`config.mk`:
```
export PLATFORM = sky130hd
export DESIGN_NAME = alu_iter
export DESIGN_NICKNAME = d
export VERILOG_FILES = /design/src/rtl/alu_pkg.sv /design/src/rtl/alu_iter_muldiv.sv /design/src/rtl/alu_iter.sv
export SDC_FILE = /design/constraint.sdc
export NUM_CORES = 1
export LEC_CHECK = 0
export BUFFER_PORTS_ARGS = -buffer_cell sky130_fd_sc_hd__buf_4
export CAP_MARGIN = 20
export CORE_MARGIN = 2
export CORE_UTILIZATION = 65
export CTS_BUF_LIST = sky130_fd_sc_hd__clkbuf_4 sky130_fd_sc_hd__clkbuf_8
export CTS_CLUSTER_SIZE = 20
export DETAILED_ROUTE_END_ITERATION = 10
export PLACE_DENSITY = 0.95
export SETUP_SLACK_MARGIN = 0.1
export SLEW_MARGIN = 20
export SYNTH_ARGS = -nofsm -noshare
export SYNTH_HDL_FRONTEND = slang
export SYNTH_SLANG_ARGS = --single-unit
export TNS_END_PERCENT = 10
```
`constraint.sdc`:
```
create_clock -name clk -period 9.69 [get_ports clk]
set_clock_uncertainty 0.05 [all_clocks]
set_input_delay 1.938 -clock clk [delete_from_list [all_inputs] [get_ports clk]]
set_output_delay 1.938 -clock clk [all_outputs]
set_load 0.01 [all_outputs]
```
`src/rtl/alu_pkg.sv`:
```
// Shared definitions for the iterative ALU: opcodes, FSM states, flag bit positions.
package alu_pkg;

    localparam logic [3:0] OP_ADD  = 4'd0;
    localparam logic [3:0] OP_SUB  = 4'd1;
    localparam logic [3:0] OP_INC  = 4'd2;
    localparam logic [3:0] OP_DEC  = 4'd3;
    localparam logic [3:0] OP_MUL  = 4'd4;
    localparam logic [3:0] OP_DIV  = 4'd5;
    localparam logic [3:0] OP_AND  = 4'd6;
    localparam logic [3:0] OP_OR   = 4'd7;
    localparam logic [3:0] OP_XOR  = 4'd8;
    localparam logic [3:0] OP_NAND = 4'd9;
    localparam logic [3:0] OP_NOR  = 4'd10;
    localparam logic [3:0] OP_XNOR = 4'd11;
    localparam logic [3:0] OP_SHL  = 4'd12;
    localparam logic [3:0] OP_SHR  = 4'd13;
    localparam logic [3:0] OP_ROR  = 4'd14;
    localparam logic [3:0] OP_ROL  = 4'd15;

    typedef enum logic [1:0] {
        ST_IDLE = 2'd0,
        ST_BUSY = 2'd1,
        ST_DONE = 2'd2
    } state_t;

    localparam int FLG_CARRY = 0;
    localparam int FLG_ZERO  = 1;
    localparam int FLG_OVF   = 2;
    localparam int FLG_ERR   = 3;
    localparam int FLG_N     = 4;

endpackage

```
`src/rtl/alu_iter_muldiv.sv`:
```
// Iterative unsigned multiplier (shift-add) / restoring divider, one bit per cycle.
// o_result is the value after the current step, so it is the final answer in the o_done cycle.
module alu_iter_muldiv #(
    parameter int WIDTH = 8
) (
    input  logic               clk,
    input  logic               rst_n,
    input  logic               i_start,
    input  logic               i_div,
    input  logic [WIDTH-1:0]   i_a,
    input  logic [WIDTH-1:0]   i_b,
    output logic               o_done,
    output logic [2*WIDTH-1:0] o_result
);
    localparam int CW = $clog2(WIDTH) + 1;

    logic             r_busy;
    logic             r_div;
    logic [CW-1:0]    r_cnt;
    logic [WIDTH-1:0] r_hi;   // MUL: partial product high; DIV: partial remainder
    logic [WIDTH-1:0] r_lo;   // MUL: multiplier/product low; DIV: dividend/quotient
    logic [WIDTH-1:0] r_b;
    logic [WIDTH:0]   w_sum;
    logic [WIDTH:0]   w_trial;
    logic [WIDTH-1:0] w_hi;
    logic [WIDTH-1:0] w_lo;

    // One iteration step of either algorithm
    always_comb begin
        w_sum   = '0;
        w_trial = '0;
        w_hi    = r_hi;
        w_lo    = r_lo;
        if (r_div) begin
            // Remainder stays below divisor, so the trial difference sign is bit WIDTH
            w_trial = {r_hi, r_lo[WIDTH-1]} - {1'b0, r_b};
            if (!w_trial[WIDTH]) begin
                w_hi = w_trial[WIDTH-1:0];
                w_lo = {r_lo[WIDTH-2:0], 1'b1};
            end else begin
                w_hi = {r_hi[WIDTH-2:0], r_lo[WIDTH-1]};
                w_lo = {r_lo[WIDTH-2:0], 1'b0};
            end
        end else begin
            w_sum = {1'b0, r_hi} + (r_lo[0] ? {1'b0, r_b} : '0);
            {w_hi, w_lo} = {w_sum, r_lo[WIDTH-1:1]};
        end
    end

    // Operand load on start, then WIDTH steps while busy
    always_ff @(posedge clk or negedge rst_n) begin
        if (!rst_n) begin
            r_busy <= 1'b0;
            r_div  <= 1'b0;
            r_cnt  <= '0;
            r_hi   <= '0;
            r_lo   <= '0;
            r_b    <= '0;
        end else if (i_start) begin
            r_busy <= 1'b1;
            r_div  <= i_div;
            r_cnt  <= '0;
            r_hi   <= '0;
            r_lo   <= i_a;
            r_b    <= i_b;
        end else if (r_busy) begin
            r_hi  <= w_hi;
            r_lo  <= w_lo;
            r_cnt <= r_cnt + 1'b1;
            if (o_done) r_busy <= 1'b0;
        end
    end

    assign o_done   = r_busy && (r_cnt == CW'(WIDTH - 1));
    assign o_result = {w_hi, w_lo};

endmodule

```
`src/rtl/alu_iter.sv`:
```
// Handshaked ALU: single-cycle logic/add/shift ops, iterative MUL/DIV via alu_iter_muldiv.
module alu_iter
    import alu_pkg::*;
#(
    parameter int WIDTH = 8
) (
    input  logic               clk,
    input  logic               rst_n,
    input  logic               in_valid,
    output logic               in_ready,
    input  logic [WIDTH-1:0]   a,
    input  logic [WIDTH-1:0]   b,
    input  logic [3:0]         s,
    output logic               out_valid,
    input  logic               out_ready,
    output logic [2*WIDTH-1:0] y,
    output logic               carry,
    output logic               zero,
    output logic               ovf,
    output logic               err
);
    localparam int LG  = $clog2(WIDTH);
    localparam int MSB = WIDTH - 1;

    state_t             r_state, w_next;
    logic [3:0]         r_op;
    logic [2*WIDTH-1:0] r_y;
    logic [FLG_N-1:0]   r_flags;

    logic               w_acc, w_start, w_md_done, w_md_load, w_load;
    logic [2*WIDTH-1:0] w_md_res, w_y, w_ld_y, w_rot;
    logic [WIDTH:0]     w_ext;
    logic [LG-1:0]      w_sh;
    logic               w_c, w_o, w_e;
    logic [FLG_N-1:0]   w_ld_flags;

    // Ready is forced low while reset is asserted
    assign in_ready  = rst_n && ((r_state == ST_IDLE) || ((r_state == ST_DONE) && out_ready));
    assign out_valid = (r_state == ST_DONE);
    assign w_acc     = in_valid && in_ready;
    // DIV by zero resolves in one cycle without touching the iterative unit
    assign w_start   = w_acc && ((s == OP_MUL) || ((s == OP_DIV) && (b != '0)));
    assign w_md_load = (r_state == ST_BUSY) && w_md_done;
    assign w_load    = w_md_load || (w_acc && !w_start);

    alu_iter_muldiv #(.WIDTH(WIDTH)) u_muldiv (
        .clk      (clk),
        .rst_n    (rst_n),
        .i_start  (w_start),
        .i_div    (s == OP_DIV),
        .i_a      (a),
        .i_b      (b),
        .o_done   (w_md_done),
        .o_result (w_md_res)
    );

    // Single-cycle datapath on the request operands
    always_comb begin
        w_y   = '0;
        w_c   = 1'b0;
        w_o   = 1'b0;
        w_e   = 1'b0;
        w_ext = '0;
        w_rot = '0;
        w_sh  = b[LG-1:0];
        case (s)
            OP_ADD: begin
                w_ext = {1'b0, a} + {1'b0, b};
                w_c   = w_ext[WIDTH];
                w_o   = (a[MSB] == b[MSB]) && (w_ext[MSB] != a[MSB]);
            end
            OP_SUB: begin
                w_ext = {1'b0, a} - {1'b0, b};
                w_c   = w_ext[WIDTH];
                w_o   = (a[MSB] != b[MSB]) && (w_ext[MSB] != a[MSB]);
            end
            OP_INC: begin
                w_ext = {1'b0, a} + 1'b1;
                w_c   = w_ext[WIDTH];
                w_o   = !a[MSB] && w_ext[MSB];
            end
            OP_DEC: begin
                w_ext = {1'b0, a} - 1'b1;
                w_c   = w_ext[WIDTH];
                w_o   = a[MSB] && !w_ext[MSB];
            end
            OP_DIV: begin
                w_y = {a, {WIDTH{1'b1}}};
                w_e = 1'b1;
            end
            OP_AND:  w_y[MSB:0] = a & b;
            OP_OR:   w_y[MSB:0] = a | b;
            OP_XOR:  w_y[MSB:0] = a ^ b;
            OP_NAND: w_y[MSB:0] = ~(a & b);
            OP_NOR:  w_y[MSB:0] = ~(a | b);
            OP_XNOR: w_y[MSB:0] = ~(a ^ b);
            OP_SHL: begin
                w_ext = {1'b0, a} << w_sh;
                w_c   = w_ext[WIDTH];
            end
            OP_SHR: begin
                w_ext      = {a, 1'b0} >> w_sh;
                w_y[MSB:0] = w_ext[WIDTH:1];
                w_c        = w_ext[0];
            end
            OP_ROR: begin
                w_rot      = {a, a} >> w_sh;
                w_y[MSB:0] = w_rot[MSB:0];
            end
            OP_ROL: begin
                w_rot      = {a, a} << w_sh;
                w_y[MSB:0] = w_rot[2*WIDTH-1:WIDTH];
            end
            default: ;
        endcase
        if ((s == OP_ADD) || (s == OP_SUB) || (s == OP_INC) || (s == OP_DEC) || (s == OP_SHL))
            w_y[MSB:0] = w_ext[MSB:0];
    end

    // Select the result being captured: iterative unit or single-cycle path
    always_comb begin
        w_ld_flags = '0;
        if (w_md_load) begin
            w_ld_y              = w_md_res;
            w_ld_flags[FLG_OVF] = (r_op == OP_MUL) && (|w_md_res[2*WIDTH-1:WIDTH]);
        end else begin
            w_ld_y                = w_y;
            w_ld_flags[FLG_CARRY] = w_c;
            w_ld_flags[FLG_OVF]   = w_o;
            w_ld_flags[FLG_ERR]   = w_e;
        end
        w_ld_flags[FLG_ZERO] = (w_ld_y == '0);
    end

    // FSM next state
    always_comb begin
        w_next = r_state;
        case (r_state)
            ST_IDLE: if (w_acc) w_next = w_start ? ST_BUSY : ST_DONE;
            ST_BUSY: if (w_md_done) w_next = ST_DONE;
            ST_DONE: if (out_ready) w_next = w_acc ? (w_start ? ST_BUSY : ST_DONE) : ST_IDLE;
            default: w_next = ST_IDLE;
        endcase
    end

    // State, latched opcode and held result registers
    always_ff @(posedge clk or negedge rst_n) begin
        if (!rst_n) begin
            r_state <= ST_IDLE;
            r_op    <= OP_ADD;
            r_y     <= '0;
            r_flags <= '0;
        end else begin
            r_state <= w_next;
            if (w_acc) r_op <= s;
            if (w_load) begin
                r_y     <= w_ld_y;
                r_flags <= w_ld_flags;
            end
        end
    end

    assign y     = r_y;
    assign carry = r_flags[FLG_CARRY];
    assign zero  = r_flags[FLG_ZERO];
    assign ovf   = r_flags[FLG_OVF];
    assign err   = r_flags[FLG_ERR];

endmodule

```
==> flow_summary.yaml, run 1 <==
status:
  status: "complete, no violations"
clock_tree:
  htreeDepth: 2
  postCtsHoldBufs: 0
  insertion_delay_ps: 320
  clkSinkCount: 56
  cts_tree: "done"
  clk_pin_slew_worst_paths_ps: 110
  cts_made_buffers: 5
  post_cts_resize_count: 0
  cts_buffer_depth: 2
  cts_setup_buffers: 0
  cts-root-buf: "clkbuf_8"
setup_path:
  path_class: "input port to flip-flop"
  r2r_end: "r_flags[1]"
  r2r_cells: 12
  cp-start-kind: "input port"
  cp.required_ps: 9880
  r2r_setup_slack_ps: 5680
  cp.arrival_ps: 5350
  crit_path_top_delay_cell: "a2111oi_0"
  path_common_cell: "o211ai_1"
  max_stage_delay_ps: 690
  r2r_start: "u_muldiv.r_lo[7]"
  crit_chain: "buf_4 -> inv_2 -> ha_1 -> nor4_1 -> o211ai_1 -> and2_1 -> and3_1 -> a2111oi_0 -> o211ai_1 -> o31ai_2"
  cp-startpoint: "b[2]"
  end_kind: "flip-flop"
  path_max_fanout: 41
  critPathCapture: "r_flags[1]"
pwr:
  p_leak_nw: 3.03
  p_total_mw: 1.53
  ir_drop_uv: 175
  powerDensity_nw_per_um2: 213
cells_and_area:
  fin_nets: 919
  area_growth_pct: 5.01
  antenna_cells: 0
  instances_no_fill: 980
  drive_above_1_share_pct: 12.8
  post-route-util_pct: 70.2
global_route:
  grt_usage_pct: 39.0
  antenna_found_initial: 0
  grt_pass1_vias: 6724
  grt_max_degree: 58
  overflow: 0
  grt_pass1_wl_um: 35400
synthesis:
  syn-num-nets: 924
  yosys_warnings: 0
  yosysMostFrequentCell: "nand2_1"
  syn_inst: 848
  synth.distinct_cells: 89
  ys_top_cells_by_area: "dfrtp_1, ha_1, mux2i_1"
  yosysSeqAreaShare_pct: 20.4
  synth_area_leader_cell: "dfrtp_1"
  ys_top_cells_by_count: "nand2_1, nor2_1, o21ai_0, dfrtp_1, mux2i_1"
  synth-edff-count: 0
  async_flop_share_pct: 100
  ys_ff_latch: 56
  avgSynthCellArea_sq_um: 8.10
  synth_area_sq_um: 6870
  synth_ff_type: "dfrtp_1"
  yosysTopAreaCellShare_pct: 20.4
detailed_routing:
  dr.pass1.iters: 5
  drtIter0Drc: 1116
  vias: 7099
  ant_nets: 0
  routed_wirelength_um: 22000
  wire_per_inst_um: 22.4
  drc: 0
  vias_per_cell: 7.24
timing:
  max_freq_mhz: 194
  slew_headroom_pct: 31.3
  rsz0062_at_grt: "no"
  finalCriticalPeriod_ps: 5150
  timing.final.ws_setup_ps: 4540
  timing.final.crit_share_pct: 53.2
  hold_viol_final: 0
  worst_pin_slew_ps: 1030
  setup_viol: 0
  tns_ps: 0
  maxSlewViolCount: 0
run:
  cap_violations: 0
die:
  top_level_ports: 46
  rows: 37
  die_w_um: 107
  die_area_sq_um: 11400
  initial_core_util_pct: 66.8
  core-area_sq_um: 10300
  fp.dieH_um: 107
min_path:
  hold_class: "flip-flop to flip-flop"
placed_design:
  dp.cells: 972
  dpl.hpwl_um: 15700
  place_ws_ps: 4290
  port_buffers: 45
  gp_congestion: 1.08
[layout by cell type, fill, tap and decap left out, drive strengths merged, types with 7 or more instances in the layout]
cell	n
xnor2	11
a211oi	18
nor2	71
ha	48
mux4	10
nand3	14
a21oi	42
o31ai	14
o21ai	68
dfrtp	56
inv	42
o211ai	17
a2111oi	7
mux2i	49
nor3	15
and2	7
mux2	19
nand2b	9
a21o	8
buf	50
nand2	88
xor2	7
nor2b	12
nor4	10
nand4	7
o22ai	10
[cell families (layout without fill, tap and decap cells)]
logic type	Yosys count	after routing	share of synthesized area (%)
DFF	56	56	20.4
buffers and inverters	104	100	6.76
and+or+nand+nor	280	280	20.7
xor gates and xnor gates	18	18	2.30
AOI/OAI and AO/OA	260	260	26.2
muxes	78	78	13.7
adders and majority gates	52	52	9.91
[per-layer routing]
layer / vias to the layer above / wire length (um) / track usage [%]
li1: 3148 / - / -
met1: 3302 / 8450 / 53.2
met2: 539 / 9570 / 59.0
met3: 110 / 2830 / 9.06
met4: 0 / 1110 / 17.3
met5: - / 0 / 0
[cell type report]
type	count	area (sq um)
Multi-Input combinational cell	688	5010
Fill cell	870	3070
Sequential cell	56	1400
Timing Repair Buffer	50	375
Tap cell	136	170
Inverter	42	158
Clock buffer	6	82.6
Clock inverter	2	13.8
[where the power goes]
part	switching [mW]	internal [mW]	leakage, nW
registers	0.0796	0.316	0.681
clock network	0.0842	0.0588	0.0516
logic	0.588	0.408	2.30
[critical path: cells and delay by family]
family,cells,cell delay [ps]
adders and majority gates,1,500
AOI/OAI and AO/OA,4,1360
buffers and inverters,2,670
and+or+nand+nor,3,860
[stage by stage]
| step | instance area, sq um | hold slack [ps] |
|---|---|---|
| 2_1_floorplan | 6870 | 395 |
| 3_3_place_gp | 7110 | 403 |
| 3_5_place_dp | 7110 | 406 |
| 4_1_cts | 7210 | 424 |
| 5_1_grt | 7210 | 444 |
| 6_report | 7210 | 424 |
[state kept, by name (all words and copies together) (netlist names)]
signal / flops
r_flags: 4
r_op: 4
r_state: 2
u_muldiv.r_b: 8
u_muldiv.r_busy: 1
u_muldiv.r_cnt: 4
u_muldiv.r_div: 1
u_muldiv.r_hi: 8
u_muldiv.r_lo: 8
y: 16
[worst min path at each step]
stage / startpoint / endpoint / slack (ps) / cells after the start
2_1_floorplan: r_state[1] / r_state[0] / 390 / 1
3_3_place_gp: r_state[1] / r_state[0] / 400 / 1
3_5_place_dp: r_state[1] / r_state[0] / 410 / 1
4_1_cts: r_state[1] / r_state[0] / 420 / 1
5_1_grt: r_state[1] / r_state[0] / 440 / 1
6_report: r_state[1] / r_state[0] / 420 / 1
No activity file was read; power rests on OpenSTA's default activity.
==> inputs of run 2 (changes only) <==
ABC_AREA = 1   (was default)
CORE_UTILIZATION = 58   (was 65)
PLACE_DENSITY = 0.9   (was 0.95)
clock period = 4.5 ns   (was 9.69 ns; I/O delays follow)
==> run 2 against run 1 <==
Register-to-register slack lost 4200 ps. First-iteration DRC count shrank 26%. Total power grew 61%. Clock-buffer cell count is the same. Synthesized cell count grew 28%. Sequential share of layout area grew 1.0 points. Die area grew 4.6%. Final cell count grew 27%. Utilization shrank 6.9 points. Synthesized area shrank 6.5%. Largest power group unchanged.
==> flow_summary.yaml, run 2 <==
status:
  status: "complete, no violations"
global_route:
  grt_max_degree: 57
  overflow: 0
  grt_pass1_wl_um: 33600
  grt_usage_pct: 36.5
  antenna_found_initial: 0
  grt_pass1_vias: 6667
clock_tree:
  clkSinkCount: 56
  clk_pin_slew_worst_paths_ps: 100
  postCtsHoldBufs: 0
  cts-root-buf: "clkbuf_8"
  cts_setup_buffers: 0
  cts_tree: "done"
  cts_made_buffers: 5
  insertion_delay_ps: 330
  post_cts_resize_count: 0
  htreeDepth: 2
  cts_buffer_depth: 2
pwr:
  sequentialPowerShare_pct: 31.6
  p_leak_nw: 3.76
  ir_drop_uv: 282
  p_comb_share_pct: 56.5
  p_int_mw: 1.26
  p_sw_mw: 1.21
  power.share.switching_pct: 49.1
  powerDensity_nw_per_um2: 360
  clkPwrFrac_pct: 11.8
synthesis:
  synth.distinct_cells: 44
  synth_ff_type: "dfrtp_1"
  ys_top_cells_by_count: "nand2_1, nand3_1, inv_1, nor2_1, o21ai_0"
  synth_area_leader_cell: "nand2_1"
  ys_ff_latch: 56
  syn-num-nets: 1164
  ys_top_cells_by_area: "nand2_1, dfrtp_1, nand3_1"
  synth-edff-count: 0
  async_flop_share_pct: 100
  avgSynthCellArea_sq_um: 5.90
  synth_area_sq_um: 6420
  syn_inst: 1088
  yosysMostFrequentCell: "nand2_1"
  yosysTopAreaCellShare_pct: 23.1
  yosysSeqAreaShare_pct: 21.8
  yosys_warnings: 0
detailed_routing:
  vias: 7414
  highest_layer: "met4"
  wl_met1_um: 8410
  routed_wirelength_um: 21400
  drtIter0Drc: 825
  ant_nets: 0
  wire_per_inst_um: 17.2
  dr.pass1.iters: 7
  drc: 0
  wl_met3_um: 2000
  vias_per_cell: 5.94
  wl_met2_um: 9540
die:
  initial_core_util_pct: 59.3
  die_w_um: 109
  core-area_sq_um: 10800
  top_level_ports: 46
  fp.dieH_um: 109
  rows: 38
  die_area_sq_um: 11900
timing:
  max_freq_mhz: 295
  holdWs_ps: 446
  rsz0062_at_grt: "no"
  hold_viol_final: 0
  slew_headroom_pct: 48.7
  finalCriticalPeriod_ps: 3390
  setup_viol: 0
  maxSlewViolCount: 0
  worst_pin_slew_ps: 770
  tns_ps: 0
  timing.final.crit_share_pct: 75.4
min_path:
  min_from: "r_op[0]"
  hold_depth: 2
  hold_class: "flip-flop to flip-flop"
  whs_endpoint: "r_op[0]"
cells_and_area:
  antenna_cells: 0
  drive_above_1_share_pct: 7.22
  largest_reg_flops: 16
  fin_nets: 1183
  layout_commonest_cell: "nand2_1"
  mostFrequentLayoutCells: "nand2_1, nand3_1, inv_1"
  area_growth_pct: 6.70
  fin_area_sq_um: 6850
placed_design:
  port_buffers: 45
  dpl_cell_area_sq_um: 6760
  dpl.hpwl_um: 16600
  gp_congestion: 1.03
setup_path:
  r2r_setup_slack_ps: 1510
  cp.required_ps: 4730
  r2r_end: "r_flags[1]"
  r2r_cells: 19
  path_common_cell: "nand2_1"
  path_class: "input port to flip-flop"
  end_kind: "flip-flop"
  max_stage_delay_ps: 640
  cp-start-kind: "input port"
  r2r_start: "u_muldiv.r_lo[7]"
  crit_chain: "buf_4 -> inv_1 -> ha_1 -> nand2_1 -> inv_1 -> nand2_1 -> nand2_1 -> nand3_1 -> nand2_1 -> nand2_1 -> nand3_1 -> nand3_1 -> nand2_1 -> nand2_1 -> a21oi_1 -> nand2_1 -> nor2_1 -> nand2_1 -> nand2_1"
  cp.arrival_ps: 3620
  crit_path_top_delay_cell: "ha_1"
  path_max_fanout: 29
run:
  cap_violations: 0
[run 2: changes by cell type in the layout (fill, tap and decap cells not counted), moves of 9 or more]
cell | previous run | this run
o31ai_1 | 12 | 1
nor2_1 | 70 | 102
mux4_2 | 10 | 0
inv_1 | 38 | 117
o211ai_1 | 17 | 6
a211oi_1 | 16 | 0
mux2_2 | 13 | 0
mux2i_1 | 49 | 2
nand2_1 | 88 | 395
nand3_1 | 13 | 131
nor2b_1 | 12 | 0
nand2b_1 | 9 | 0
[run 2: area by class of cell]
type,count,area [sq um]
Clock buffer,6,76.3
Multi-Input combinational cell,870,4350
Inverter,126,473
Sequential cell,56,1400
Tap cell,140,175
Fill cell,1076,3990
Timing Repair Buffer,48,360
Clock inverter,2,13.8
[run 2: worst max-delay path by stage]
| stage | from | endpoint | slack, ps | cells after the start |
|---|---|---|---|---|
| CTS | b[2] | r_flags[1] | 1180 | 17 |
| global route | b[2] | r_flags[1] | 840 | 17 |
| floorplan | b[2] | r_flags[1] | 1500 | 20 |
| detailed placement | b[2] | r_flags[1] | 840 | 17 |
| global placement | b[2] | r_flags[1] | 880 | 20 |
| finish | b[2] | r_flags[1] | 1110 | 19 |
[run 2: kinds of logic (layout without fill, tap and decap cells)]
group / count (synthesis) / count (layout) / share of synthesized area [%]
simple gates: 667 / 667 / 43.0
flops: 56 / 56 / 21.8
buf+inv: 162 / 182 / 10.4
mux: 2 / 2 / 0.312
xor+xnor: 7 / 7 / 0.954
compound gates: 142 / 142 / 12.9
fa+ha+maj: 52 / 52 / 10.6
[run 2: critical path, delay by kind of cell]
family                     cells  cell delay [ps]
AOI/OAI and AO/OA              1              140
adders and majority gates      1              640
buffers and inverters          3              760
and+or+nand+nor               14             1170
[run 2: metrics by stage]
step | utilization (%) | worst slack (ps) | cells | power, mW
after global placement | 62.4 | 876 | 1240 | 2.11
after CTS | 63.2 | 1180 | 1248 | 2.43
after floorplan | - | 1500 | 1088 | 1.74
after detailed placement | 62.4 | 845 | 1240 | 2.15
after global routing | 63.2 | 838 | 1248 | 2.67
final | 63.2 | 1110 | 1248 | 2.47
[run 2: power groups by stage]
stage / registers, mW / clock network, mW / logic, mW
6_report: 0.781 / 0.292 / 1.40
5_1_grt: 0.796 / 0.311 / 1.56
4_1_cts: 0.775 / 0.288 / 1.37
3_5_place_dp: 0.783 / 0 / 1.36
3_3_place_gp: 0.780 / 0 / 1.33
2_1_floorplan: 0.756 / 0 / 0.985
[run 2: metal layers]
| layer | up-vias | global-route usage, % |
|---|---|---|
| met2 | 465 | 58.8 |
| met5 | - | 0 |
| met4 | 0 | 23.4 |
| li1 | 3557 | - |
| met1 | 3296 | 45.4 |
| met3 | 96 | 5.86 |
==> inputs of run 3 (changes only) <==
clock period = 2.72 ns   (was 4.5 ns; I/O delays follow)
==> run 3 against run 2 <==
Non-clock buffer count grew 73. Final area grew 11%. Combinational power grew 98%. Sequential share of layout area shrank 2.0 points. Hold slack lost 110 ps. Clock-buffer cell count shrank 1. Critical path depth shrank 1. Utilization grew 6.8 points. Register-to-register slack lost 1500 ps. First-iteration DRC count grew 4.8%. Routed wire length grew 10%. Critical path type is now flip-flop to flip-flop. Largest power group unchanged.
==> flow_summary.yaml, run 3 (synthesized netlist as in run 2, its figures left out) <==
status:
  status: "complete, no violations"
detailed_routing:
  vias: 7918
  drtIter0Drc: 865
  routed_wirelength_um: 23600
  wire_per_inst_um: 17.9
  drc: 0
  ant_nets: 0
  dr.pass1.iters: 6
  vias_per_cell: 5.99
clock_tree:
  postCtsHoldBufs: 0
  clk_pin_slew_worst_paths_ps: 110
  cts_tree: "done"
  cts_buffer_depth: 2
  htreeDepth: 2
  clkSinkCount: 56
  insertion_delay_ps: 340
  cts_made_buffers: 5
  cts-root-buf: "clkbuf_8"
timing:
  hold_viol_final: 0
  max_freq_mhz: 371
  setup_viol: 0
  finalCriticalPeriod_ps: 2700
  holdWs_ps: 332
  worst_pin_slew_ps: 720
  slew_headroom_pct: 52.0
  timing.final.crit_share_pct: 99.1
  maxSlewViolCount: 0
min_path:
  hold_class: "input port to flip-flop"
cells_and_area:
  layout_commonest_cell: "nand2_1"
  largest_reg_flops: 16
  nFillCells: 936
  antenna_cells: 0
  mostFrequentLayoutCells: "nand2_1, nand3_1, buf_4"
  area_growth_pct: 18.1
  fin_nets: 1256
  fin_area_sq_um: 7590
  instances_no_fill: 1321
  drive_above_1_share_pct: 15.7
global_route:
  use_met1_pct: 46.9
  antenna_found_initial: 0
  met2_usage_pct: 63.9
  grt_pass1_wl_um: 35500
  grt_pass1_vias: 7158
  busiest_layer: "met2"
  overflow: 0
  grt_max_degree: 57
  grt_usage_pct: 38.8
  grt_util_met3_pct: 7.53
placed_design:
  dp.cells: 1309
  gp_congestion: 1.03
  dpl_cell_area_sq_um: 7280
  port_buffers: 45
  dpl.hpwl_um: 18100
setup_path:
  cp-start-kind: "flip-flop"
  cp.arrival_ps: 2880
  end_kind: "flip-flop"
  cp.required_ps: 2900
  path_class: "flip-flop to flip-flop"
  path_max_fanout: 7
die:
  fp.dieH_um: 109
  core-area_sq_um: 10800
  die_area_sq_um: 11900
  die_w_um: 109
  initial_core_util_pct: 59.3
  top_level_ports: 46
  rows: 38
pwr:
  powerDensity_nw_per_um2: 613
  ir_drop_uv: 742
  p_leak_nw: 4.14
  p_total_mw: 4.65
run:
  cap_violations: 0
run 3: cell types whose count changed in the layout (fill, tap and decap cells not counted), sizes merged:
cell	before	now
buf	48	121
bufinv	0	1
clkbuf	6	5
clkinv	3	1
clkinvlp	0	2
run 3: metal layers:
metal  routed length, um  share of wire, %
met2               10800                46
met4                1610               6.8
met3                2510                11
met1                8700                37
met5                   0                 0
run 3: path summary, 6_finish.rpt:
kind,depth (start not counted),slack (ps),to,startpoint
setup / recovery,18,20,r_flags[1],u_muldiv.r_lo[7]
hold / removal,2,330,r_state[1],out_ready
setup reg to reg,18,20,r_flags[1],u_muldiv.r_lo[7]
hold reg to reg,2,450,y[7],y[7]
max in group asynchronous,2,1770,u_muldiv.r_hi[3],rst_n
min in group asynchronous,2,340,u_muldiv.r_hi[5],rst_n
run 3: timing repair:
item,4_1_cts,5_1_grt
pin swaps,1,14
setup buffers,0,4
endpoints found under the setup margin,1,22
gates resized for setup,4,40
run 3: layout make-up:
| type | count | area (sq um) | area share [%] |
|---|---|---|---|
| Clock inverter | 3 | 46.3 | 0.610 |
| Timing Repair Buffer | 121 | 921 | 12.1 |
| Tap cell | 140 | 175 | 2.31 |
| Inverter | 126 | 477 | 6.28 |
| Sequential cell | 56 | 1400 | 18.5 |
| Clock buffer | 5 | 68.8 | 0.907 |
| Multi-Input combinational cell | 870 | 4500 | 59.3 |
run 3: worst max-delay path, stage by stage (launching register included):
cell and delay [ps]:
dfrtp_1 390, inv_1 60, ha_2 160, inv_2 40, fa_2 340, nand3_2 70
nand3_2 120, nand2_4 130, nand3_1 110, nand2_2 180, nand2_1 100, nand3_1 120
nand2_1 130, o21ai_1 260, nor2_1 80, nand2_1 70, nor2_1 50, nand2_1 60
nand2_1 60
run 3: per-stage QoR:
stage	TNS [ps]	utilization, %	setup slack [ps]
6_report	0	70.0	24.4
5_1_grt	-87.4	70.0	-87.4
4_1_cts	0	68.3	106
3_5_place_dp	-4.05	67.2	-4.05
3_3_place_gp	0	67.2	33.1
2_1_floorplan	0	-	185
run 3: power breakdown:
group	total, mW	internal, mW	switching, mW
clock network	0.592	0.278	0.314
registers	1.28	1.08	0.207
logic	2.77	1.03	1.75
